--- src/rtl/sega_pad_poller.sv ---
`default_nettype none
// ============================================================================
// Module   : sega_pad_poller
// Purpose  : Scans a Genesis 3- or 6-button pad on an open-drain user port.
//            TH is toggled through an 8-phase scan; the pad lines are sampled
//            at the end of each phase, the pad type is identified and an
//            active-high joystick word {Z,Y,X,M,S,C,B,A,U,D,L,R} is published.
// Ports    : clk         - system clock
//            reset       - asynchronous, active-high reset
//            en          - polling enable
//            user_in     - pad pins [1]=U/Z [0]=D/Y [5]=L/X [3]=R/M [2]=TL
//                          [6]=TR [4]=TH (read-back)
//            user_out    - open-drain drive, 1 = released; only TH ever low
//            joy         - joystick word, active high
//            joy_valid   - one-cycle pulse in the cycle joy is refreshed
//            pad_present - pad detected on the last completed scan
//            pad_6btn    - 6-button ID seen on the last completed scan
// Revision : 1.0 - initial release
// ============================================================================
module sega_pad_poller #(
  parameter int PHASE_CYCLES = 500,
  parameter int POLL_CYCLES  = 833333
) (
  input  logic        clk,
  input  logic        reset,
  input  logic        en,
  input  logic [6:0]  user_in,
  output logic [6:0]  user_out,
  output logic [11:0] joy,
  output logic        joy_valid,
  output logic        pad_present,
  output logic        pad_6btn
);

  localparam int PHASE_W = $clog2(PHASE_CYCLES);
  localparam int POLL_W  = $clog2(POLL_CYCLES);
  localparam logic [PHASE_W-1:0] PHASE_LAST = PHASE_W'(PHASE_CYCLES - 1);
  localparam logic [PHASE_W-1:0] PHASE_ONE  = PHASE_W'(1);
  localparam logic [POLL_W-1:0]  POLL_LAST  = POLL_W'(POLL_CYCLES - 1);
  localparam logic [POLL_W-1:0]  POLL_ONE   = POLL_W'(1);

  typedef enum logic [3:0] {
    S_IDLE, S_P0, S_P1, S_P2, S_P3, S_P4, S_P5, S_P6, S_P7, S_COMMIT
  } state_t;

  state_t               state_q, state_d;
  logic [PHASE_W-1:0]   phase_cnt_q, phase_cnt_d;
  logic [POLL_W-1:0]    poll_cnt_q, poll_cnt_d;
  logic [6:0]           sync1_q, sync1_d;
  logic [6:0]           sync2_q, sync2_d;
  logic [11:0]          word_q, word_d;
  logic                 present_q, present_d;
  logic                 six_q, six_d;
  logic                 th_q, th_d;
  logic [11:0]          joy_q, joy_d;
  logic                 joy_valid_q, joy_valid_d;
  logic                 pad_present_q, pad_present_d;
  logic                 pad_6btn_q, pad_6btn_d;

  // Synchronised pins, renamed by their TH-high meaning (active low).
  logic pin_u, pin_d, pin_l, pin_r, pin_tl, pin_tr;
  logic unused_th_readback;

  assign pin_u  = sync2_q[1];
  assign pin_d  = sync2_q[0];
  assign pin_l  = sync2_q[5];
  assign pin_r  = sync2_q[3];
  assign pin_tl = sync2_q[2];
  assign pin_tr = sync2_q[6];
  // TH is driven here, so its read-back carries no pad information.
  assign unused_th_readback = sync2_q[4];

  always_comb begin
    state_d       = state_q;
    phase_cnt_d   = phase_cnt_q;
    poll_cnt_d    = poll_cnt_q;
    sync1_d       = user_in;
    sync2_d       = sync1_q;
    word_d        = word_q;
    present_d     = present_q;
    six_d         = six_q;
    joy_d         = joy_q;
    joy_valid_d   = 1'b0;
    pad_present_d = pad_present_q;
    pad_6btn_d    = pad_6btn_q;

    case (state_q)
      S_IDLE: begin
        phase_cnt_d = '0;
        if (!en) begin
          poll_cnt_d = '0;
        end else if (poll_cnt_q == POLL_LAST) begin
          poll_cnt_d = '0;
          state_d    = S_P0;
        end else begin
          poll_cnt_d = poll_cnt_q + POLL_ONE;
        end
      end

      S_COMMIT: begin
        phase_cnt_d = '0;
        poll_cnt_d  = '0;
        state_d     = S_IDLE;
      end

      default: begin
        // Scan phases P0..P7. Dropping en abandons the scan outright.
        poll_cnt_d = '0;
        if (!en) begin
          phase_cnt_d = '0;
          state_d     = S_IDLE;
        end else if (phase_cnt_q != PHASE_LAST) begin
          phase_cnt_d = phase_cnt_q + PHASE_ONE;
        end else begin
          phase_cnt_d = '0;
          case (state_q)
            S_P0: begin
              word_d[3] = ~pin_u;
              word_d[2] = ~pin_d;
              word_d[1] = ~pin_l;
              word_d[0] = ~pin_r;
              word_d[5] = ~pin_tl;
              word_d[6] = ~pin_tr;
              state_d   = S_P1;
            end
            S_P1: begin
              word_d[4] = ~pin_tl;
              word_d[7] = ~pin_tr;
              // A pad grounds L and R while TH is low; an empty port floats high.
              present_d = ~pin_l & ~pin_r;
              state_d   = S_P2;
            end
            S_P2: state_d = S_P3;
            S_P3: state_d = S_P4;
            S_P4: state_d = S_P5;
            S_P5: begin
              // Third TH-low of a 6-button pad grounds all four direction lines.
              six_d   = ~(pin_u | pin_d | pin_l | pin_r);
              state_d = S_P6;
            end
            S_P6: begin
              word_d[11:8] = six_q ? ~{pin_u, pin_d, pin_l, pin_r} : 4'h0;
              state_d      = S_P7;
            end
            default: begin
              // End of P7: publish together with the entry into COMMIT so joy
              // and joy_valid change on the same edge.
              joy_d         = present_q ? word_q : 12'h000;
              pad_present_d = present_q;
              pad_6btn_d    = present_q & six_q;
              joy_valid_d   = 1'b1;
              state_d       = S_COMMIT;
            end
          endcase
        end
      end
    endcase

    // TH is low only in the odd scan phases.
    th_d = !(state_d inside {S_P1, S_P3, S_P5, S_P7});
  end

  always_ff @(posedge clk or posedge reset) begin
    if (reset) begin
      state_q       <= S_IDLE;
      phase_cnt_q   <= '0;
      poll_cnt_q    <= '0;
      sync1_q       <= 7'h7F;
      sync2_q       <= 7'h7F;
      word_q        <= '0;
      present_q     <= 1'b0;
      six_q         <= 1'b0;
      th_q          <= 1'b1;
      joy_q         <= '0;
      joy_valid_q   <= 1'b0;
      pad_present_q <= 1'b0;
      pad_6btn_q    <= 1'b0;
    end else begin
      state_q       <= state_d;
      phase_cnt_q   <= phase_cnt_d;
      poll_cnt_q    <= poll_cnt_d;
      sync1_q       <= sync1_d;
      sync2_q       <= sync2_d;
      word_q        <= word_d;
      present_q     <= present_d;
      six_q         <= six_d;
      th_q          <= th_d;
      joy_q         <= joy_d;
      joy_valid_q   <= joy_valid_d;
      pad_present_q <= pad_present_d;
      pad_6btn_q    <= pad_6btn_d;
    end
  end

  assign user_out    = {2'b11, th_q, 4'hF};
  assign joy         = joy_q;
  assign joy_valid   = joy_valid_q;
  assign pad_present = pad_present_q;
  assign pad_6btn    = pad_6btn_q;

endmodule
`default_nettype wire

--- config.mk ---
export PLATFORM = sky130hd
export DESIGN_NAME = sega_pad_poller
export DESIGN_NICKNAME = d
export VERILOG_FILES = /design/src/rtl/sega_pad_poller.sv
export SDC_FILE = /design/constraint.sdc
export NUM_CORES = 1
export LEC_CHECK = 0
export ABC_CLOCK_PERIOD_IN_PS = 2100
export BUFFER_PORTS_ARGS = -buffer_cell sky130_fd_sc_hd__buf_2
export CAP_MARGIN = 20
export CELL_PAD_IN_SITES_DETAIL_PLACEMENT = 1
export CELL_PAD_IN_SITES_GLOBAL_PLACEMENT = 2
export CORE_ASPECT_RATIO = 1.2
export CORE_MARGIN = 2
export CORE_UTILIZATION = 36
export CTS_BUF_LIST = sky130_fd_sc_hd__clkbuf_2
export DETAILED_ROUTE_END_ITERATION = 12
export PLACE_DENSITY = 0.88
export SLEW_MARGIN = 10
export SYNTH_ARGS = -nofsm -noshare
export SYNTH_HDL_FRONTEND = slang
export SYNTH_SLANG_ARGS = --single-unit
--- constraint.sdc ---
create_clock -name clk -period 2.1 [get_ports clk]
set_clock_uncertainty 0.05 [all_clocks]
set_input_delay 0.105 -clock clk [delete_from_list [all_inputs] [get_ports clk]]
set_output_delay 0.105 -clock clk [all_outputs]
set_load 0.02 [all_outputs]
**Word level (Yosys, flattened, before mapping)**

Index checks and enable logic that the tools add are counted.
Widths: inputs -> output; s select.

- Add/subtract/negate cells: 2
- Mux-type cells: 18
- Reduce and logical (&&, ||, !) cells: 10
- Equal/unequal tests: 14
- Bitwise gates (word level): 16

Operators by type and width:

| cell | count |
|---|---|
| $mux 20 | 3 |
| $pmux 4 s7 | 1 |
| $mux 9 | 3 |
| $eq 4x3->1 const B | 6 |
| $add 20x1->20 const B | 1 |
| $eq 20x20->1 const B | 1 |
| $mux 4 | 5 |
| $reduce_and 4->1 | 5 |
| $eq 4x2->1 const B | 3 |
| $mux 12 | 1 |
| $not 1->1 | 10 |
| $add 9x1->9 const B | 1 |
| $ne 9x9->1 const B | 1 |
| $eq 4x4->1 const B | 2 |
| $pmux 4 s2 | 1 |
| $reduce_or 7->1 | 1 |
| $eq 4x1->1 const B | 1 |
| $logic_not 4->1 | 1 |
| $mux 1 | 4 |
| $not 4->4 | 1 |
| $reduce_bool 4->1 | 1 |
| $or 1x1->1 | 3 |
| $and 1x1->1 | 2 |
| $reduce_or 2->1 | 1 |
| $logic_not 1->1 | 1 |

- Input port bits: 10
- Bits in registers: 77
- Logic and storage cells: 75

**Depth between registers and ports, before layout**

Gate-level depths: netlist (run 1).

- Depth after elaboration: 8
- Mapped depth: 7

**Least setup slack after synthesis (run 1)**

Ideal clock, no wire load.

- Kind: register to register
- From: register phase_cnt_q[0]
- To: register joy_q[0], in the netlist joy[0]
- Period minus slack after synthesis: 1.918 ns
- Path buffers: 1
- Arrival: 1.789 ns
- Library setup time: 0.079 ns
- Cell stages (with the launch flop): 7
- Data required time: 1.971 ns
- Setup slack: 0.182 ns
- Cells stage by stage: dfrtp_1 > ha_1 > and4_1 > nand3_4 > a211oi_4 > buf_4 > mux2i_1

- Cells in the longest elaborated chain, start to end: 3

Ends and longest elaborated chain:

| what | RTL line | text |
|---|---|---|
| start, declared | 47 | `logic [PHASE_W-1:0] phase_cnt_q, phase_cnt_d;` |
| start signal, assigned | 180 | `phase_cnt_q <= phase_cnt_d;` |
| $ne 9x9->1 | 112 | `end else if (phase_cnt_q != PHASE_LAST) begin` |
| $not 1->1 (no line) | - |  |
| $reduce_and 4->1 (no line) | - |  |
| end signal, assigned | 188 | `joy_q <= joy_d;` |
| end, declared | 55 | `logic [11:0] joy_q, joy_d;` |

No other way between the ends.
A chain may end at the register's enable or synchronous reset.

**Worst setup path in the final report (run 1)**

- From: register phase_cnt_q[0]
- To: register joy_q[10], in the netlist joy[10]

The elaborated chain is that of the path after synthesis.

==> results of run 1 <==
==> logic make-up after synthesis <==
| group | share of synthesized area |
|---|---|
| AND/OR/NAND/NOR | 0.1837 |
| multiplexers | 0.08422 |
| AO/OA/AOI/OAI | 0.05834 |
| other | 0.001093 |
| flip-flops | 0.5516 |
| adder cells (fa/ha/maj) | 0.01094 |
| buffers and inverters | 0.06161 |
| XOR/XNOR | 0.04849 |
==> power by group <==
group          total, mW  switching, mW  internal [mW]
Combinational      0.154          0.101         0.0534
Clock              0.745          0.567          0.178
Sequential          1.51         0.0293           1.48
==> metal layers <==
layer | share of wire | GRT usage | vias up
met5 | 0 | 0 | -
met4 | 0.0093 | 0.04216 | 0
met3 | 0.025 | 0.03535 | 6
met2 | 0.52 | 0.2565 | 26
met1 | 0.45 | 0.1922 | 1225
li1 | - | - | 1154
==> cells in the mapped netlist, types with 2 or more instances <==
library cell,count
dfrtp_1,62
inv_1,31
nor2_1,29
nand2_1,24
mux2i_1,21
dfstp_2,13
nand3_1,11
xnor2_1,10
xor2_1,9
buf_4,8
a21oi_1,7
clkbuf_1,7
mux2_1,7
nand4_1,7
nor2b_1,6
o21ai_0,6
nor3_1,5
nor4_1,5
or4_1,5
and3_1,4
o31ai_1,4
or3_1,4
ha_1,3
and2_1,2
and4_1,2
nor4bb_1,2
or2_1,2
==> worst paths after layout <==
| path | from | to | slack, ns | depth (start not counted) |
|---|---|---|---|---|
| max in group asynchronous | reset | sync1_q[5] | 1.20 | 4 |
| hold / removal | reset | poll_cnt_q[1] | 0.09 | 3 |
| setup / recovery | phase_cnt_q[0] | joy[10] | 0.12 | 6 |
| min in group clk | user_in[0] | sync1_q[0] | 0.14 | 2 |
| hold reg to reg | sync1_q[5] | sync2_q[5] | 0.28 | 0 |
| setup reg to reg | phase_cnt_q[0] | joy[10] | 0.12 | 6 |
==> layout by cell type (no fill, tap or decap), drive strengths merged, types with 8 or more instances in the layout <==
cell type,synthesis,final
dfrtp,62,62
buf,10,37
inv,31,35
nor2,29,29
nand2,24,24
mux2i,21,21
dfstp,13,13
nand3,13,13
xnor2,10,10
xor2,9,9
clkbuf,7,9
dlygate4sd3,0,8
==> through the flow <==
stage | cell area (um2) | util | instances
2_1_floorplan | 3451 | - | 322
3_3_place_gp | 3732 | 0.3963 | 464
3_5_place_dp | 3732 | 0.3963 | 464
4_1_cts | 3916 | 0.4158 | 488
5_1_grt | 3930 | 0.4173 | 489
6_report | 3930 | 0.4173 | 489
==> critical path: stages (launching register included) <==
cell and delay, ns:
dfrtp_1 0.45, ha_1 0.18, and4_1 0.31, nand3_4 0.19
a211oi_4 0.28, buf_4 0.27, mux2i_1 0.21
==> what timing repair did <==
action,4_1_cts,5_1_grt
hold endpoints to repair,80,0
hold buffers,8,0
setup endpoints to repair,0,5
resized for setup,0,1
setup buffers,0,1
==> cell type report <==
class / count / area [um2] / share of cell area
Inverter: 31 / 116.4 / 0.02961
Multi-Input combinational cell: 199 / 1353 / 0.3442
Sequential cell: 75 / 1893 / 0.4817
Tap cell: 123 / 153.9 / 0.03916
Clock buffer: 9 / 45.04 / 0.01146
Timing Repair Buffer: 45 / 310.3 / 0.07896
Clock inverter: 7 / 58.81 / 0.01496
==> registers in the layout, indices dropped and copies added (netlist names), 4 cells and up <==
signal / count
phase_cnt_q: 9
state_q: 4
sync2_q: 6
word_q: 12
sync1_q: 6
poll_cnt_q: 20
joy: 12
==> results.sh, run 1 <==
export IMPL_run_status="completed"
export IMPL_post_layout_total_power_mw=2.413
export IMPL_grt_overflow_total=0
export IMPL_crit_path_max_fanout=9
export IMPL_hold_slack_ns=0.09443
export IMPL_detailroute_via_count=2411
export IMPL_post_route_period_util=0.9419
export IMPL_worst_slew_margin_rel=0.6366
export IMPL_cap_viol_max_count=0
export IMPL_rsz0062_at_grt="no"
export IMPL_dieWidth_um=93.13
export IMPL_critPathCaptureType="flip-flop"
export IMPL_timing_critical_path_arrival_ns=2.38
export IMPL_finalWirelength_um=7307
export IMPL_dp_slack_ns=0.08398
export IMPL_worst_hold_path_type="primary input to async pin"
export IMPL_grt_max_degree=37
export IMPL_post_synth_instance_area_um2=3432
export IMPL_clock_path_buffers=2
export IMPL_synth_top_cell_area_share=0.4521
export IMPL_layout_cells_sized_above_1=0.2049
export IMPL_grt_use_total=0.1512
export IMPL_cts_buffers_inserted=9
export IMPL_drtPass1Iterations=4
export IMPL_peakVddDrop_v=0.0003236
export IMPL_gp_routability_congestion=0.7912
export IMPL_detail_route_drc_violations=0
export IMPL_antenna_diode_count=0
export IMPL_synth_lib_cells_used_distinct=48
export IMPL_rows=39
export IMPL_final_antenna_net_count=0
export IMPL_initialDrtViolationCount=75
export IMPL_seq_area_frac_synth=0.5516
export IMPL_power_density_nw_per_um2=613.9
export IMPL_initial_utilization=0.3644
export IMPL_first_global_vias=2572
export IMPL_cp_data_required_time_ns=2.50
export IMPL_die_height_um=111.0
export IMPL_cts_clk_slew_worst_paths_ns=0.23
export IMPL_cellLeakagePower_nw=1.701
export IMPL_postSynth_asyncResetShare=1.000
export IMPL_synthTopCellsByArea="dfrtp_1 45%, dfstp_2 10%, mux2i_1 6.1%"
export IMPL_htreeDepth=3
export IMPL_final_period_minus_worst_setup_slack_ns=1.978
export IMPL_cts_root_buffer_cell="clkbuf_2"
export IMPL_report_final_slew_viol_count=0
export IMPL_grt_pass1_wl_um=12470
export IMPL_clk_latency_ns=0.53
export IMPL_worst_setup_path_type="flip-flop to flip-flop"
export IMPL_n_fill_cell=1082
export IMPL_wire_per_inst_um=14.94
export IMPL_tritoncts_num_sinks=75
export IMPL_cts_tree="done"
export IMPL_place_hpwl_um=5147
export IMPL_synth_warnings=0
export IMPL_antenna_found_initial=0
export IMPL_area_growth_from_synthesis_to_layout_pct=14.51
export IMPL_syn_mean_instance_area_um2=10.83
export IMPL_timing_fmax_mhz=505.6
export IMPL_layout_nets=374
export IMPL_avgViaCountPerCell=4.930
export IMPL_synth_area_leader_cell="dfrtp_1"
export IMPL_syn_inst=317
export IMPL_synth_ff_type="dfrtp_1"
export IMPL_finalHoldViolations=0
export IMPL_dieArea_um2=10330
export IMPL_fin_tns_setup_ns=0
export IMPL_ios=32
export IMPL_core_area_um2=9418
export IMPL_synth_enable_flop_cells=0
export IMPL_setup_violations_final=0
export IMPL_synth_seq_cells=75
export IMPL_post_layout_worst_setup_margin_ns=0.1220
export IMPL_worst_slew_pin_slew_ns=0.5443
export IMPL_worst_setup_path_start_kind="flip-flop"
export IMPL_portBuffers=24
No activity file was read; power rests on OpenSTA's default activity.
==> run 2, diff against run 1 <==
--- a/config.mk
+++ b/config.mk
@@ -11,7 +11,6 @@
 export CELL_PAD_IN_SITES_DETAIL_PLACEMENT = 1
 export CELL_PAD_IN_SITES_GLOBAL_PLACEMENT = 2
 export CORE_ASPECT_RATIO = 1.2
-export CORE_MARGIN = 2
 export CORE_UTILIZATION = 36
 export CTS_BUF_LIST = sky130_fd_sc_hd__clkbuf_2
 export DETAILED_ROUTE_END_ITERATION = 12
==> results.sh, run 2 (synthesis gave the netlist of run 1 again) <==
export IMPL_run_status="completed"
export IMPL_dieWidth_um=91.13
export IMPL_avgViaCountPerCell=4.917
export IMPL_n_fill_cell=1066
export IMPL_initialDrtViolationCount=127
export IMPL_worst_path_max_delay_cell="dfrtp_1"
export IMPL_worst_setup_path_start_kind="flip-flop"
export IMPL_finalHoldViolations=0
export IMPL_multi_input_comb_area_um2=1354
export IMPL_largest_register="poll_cnt_q"
export IMPL_largest_reg_flops=20
export IMPL_cp_top_family="simple AND/OR/NAND/NOR gates"
export IMPL_drtPass1Iterations=4
export IMPL_worst_setup_path_type="flip-flop to flip-flop"
export IMPL_power_frac_seq=0.605
export IMPL_worst_hold_path_type="primary input to async pin"
export IMPL_most_common_library_cell_in_the_layout_ignoring_fill_and_taps="dfrtp_1"
export IMPL_first_global_vias=2576
export IMPL_gp_routability_congestion=0.7473
export IMPL_detailroute_via_count=2380
export IMPL_initial_utilization=0.3760
export IMPL_grt_use_total=0.1611
export IMPL_area_growth_from_synthesis_to_layout_pct=14.87
export IMPL_place_hpwl_um=4679
export IMPL_die_height_um=109.0
export IMPL_critPathCaptureType="flip-flop"
export IMPL_worst_slew_pin_slew_ns=0.5091
export IMPL_power_density_nw_per_um2=634.3
export IMPL_antenna_diode_count=0
export IMPL_rsz0062_at_grt="no"
export IMPL_cap_viol_max_count=0
export IMPL_netSwitchingFraction=0.2710
export IMPL_peakVddDrop_v=0.0003986
export IMPL_p_sw_mw=0.6777
export IMPL_final_period_minus_worst_setup_slack_ns=1.974
export IMPL_report_final_slew_viol_count=0
export IMPL_portBuffers=24
export IMPL_fin_tns_setup_ns=0
export IMPL_post_layout_total_power_mw=2.501
export IMPL_cellInternalPower_mw=1.823
export IMPL_setup_violations_final=0
export IMPL_layout_area_seq_um2=1893
export IMPL_tritoncts_num_sinks=75
export IMPL_detail_route_drc_violations=0
export IMPL_worst_path_largest_cell_delay_ns=0.46
export IMPL_grt_pass1_wl_um=12560
export IMPL_clk_latency_ns=0.55
export IMPL_grt_overflow_total=0
export IMPL_dieArea_um2=9930
export IMPL_rrSetupSlack_ns=0.13
export IMPL_layout_cells_sized_above_1=0.2033
export IMPL_worst_slew_margin_rel=0.6606
export IMPL_final_cells=484
export IMPL_ios=32
export IMPL_dpl_cell_count=460
export IMPL_clock_power_share=0.335
export IMPL_timing_critical_path_arrival_ns=2.37
export IMPL_antenna_found_initial=0
export IMPL_timing_fmax_mhz=506.5
export IMPL_crit_path_cell_trace="ha_1, and4_2, nand3_4, nor4_4, buf_4, mux2i_1"
export IMPL_core_area_um2=9129
export IMPL_worst_path_buf_inv=1
export IMPL_cts_buffers_inserted=9
export IMPL_cts_root_buffer_cell="clkbuf_2"
export IMPL_layout_nets=372
export IMPL_htreeDepth=3
export IMPL_final_antenna_net_count=0
export IMPL_cellLeakagePower_nw=1.696
export IMPL_power_share_of_the_combinational_group=0.060
export IMPL_cp_data_required_time_ns=2.49
export IMPL_grt_max_degree=76
export IMPL_setup_buffers_after_cts=0
export IMPL_rows=38
export IMPL_cts_clk_slew_worst_paths_ns=0.25
export IMPL_crit_path_max_fanout=6
export IMPL_clock_path_buffers=2
export IMPL_final_cell_mix="62 x dfrtp_1, 30 x inv_1, 29 x nor2_1"
export IMPL_wire_per_inst_um=14.38
export IMPL_finalWirelength_um=6961
export IMPL_cts_tree="done"
export IMPL_post_route_period_util=0.9401
run 2: cell count changes in the layout (fill, tap and decap cells not counted), sizes merged:
| cell | change |
|---|---|
| buf | -2 |
| inv | -2 |
| bufinv | +1 |
| clkbuf | +1 |
| clkinv | -1 |
| clkinvlp | +1 |
run 2: power groups by stage:
stage | clock, mW | sequential (mW) | combinational (mW)
after detailed placement | 0 | 1.54 | 0.141
final | 0.839 | 1.51 | 0.149
after CTS | 0.871 | 1.51 | 0.153
after global routing | 0.926 | 1.52 | 0.171
after global placement | 0 | 1.53 | 0.138
after floorplan | 0 | 1.52 | 0.114
run 2: final cells by class:
class                           instances  area share
Timing Repair Buffer                   43     0.07807
Clock buffer                           10     0.01269
Tap cell                              120     0.03808
Multi-Input combinational cell        199      0.3434
Clock inverter                          6     0.01809
Sequential cell                        75      0.4802
Inverter                               31     0.02951
run 2: worst paths after layout:
path,to,cells past startpoint,from
max,word_q[0],6,phase_cnt_q[0]
min,joy[0],4,reset
max reg2reg,word_q[0],6,phase_cnt_q[0]
min reg2reg,sync2_q[3],0,sync1_q[3]
max in group asynchronous,th_q,4,reset
min in group clk,sync1_q[0],2,user_in[0]
run 2: per-stage QoR:
step	hold slack (ns)	setup WS, ns	instance area, um2	util
final	0.09421	0.1257	3943	0.4319
after global routing	0.06620	0.01845	3943	0.4319
after CTS	0.07150	0.08269	3935	0.4311
after detailed placement	0.1615	0.1411	3734	0.4090
after global placement	0.1601	0.1997	3734	0.4090
after floorplan	0.05948	0.05654	3451	-
run 2: routing by layer:
metal | GRT usage | vias up | wire, um | share of wire
li1 | - | 1142 | - | -
met1 | 0.1984 | 1206 | 3145 | 0.45
met2 | 0.2808 | 21 | 3564 | 0.51
met3 | 0.02301 | 11 | 117 | 0.017
met4 | 0.07483 | 0 | 134 | 0.019
met5 | 0 | - | 0 | 0
run 2: tightest hold or removal path, stage by stage:
cell	delay (ns)
dlygate4sd3_1	0.53
buf_2	0.13
inv_2	0.06
buf_12	0.33
run 2: repair_timing:
| item | 4_1_cts | 5_1_grt |
|---|---|---|
| setup endpoints to repair | 0 | 1 |
| hold endpoints to repair | 95 | 0 |
| resized for setup | 0 | 2 |
| hold buffers | 8 | 0 |
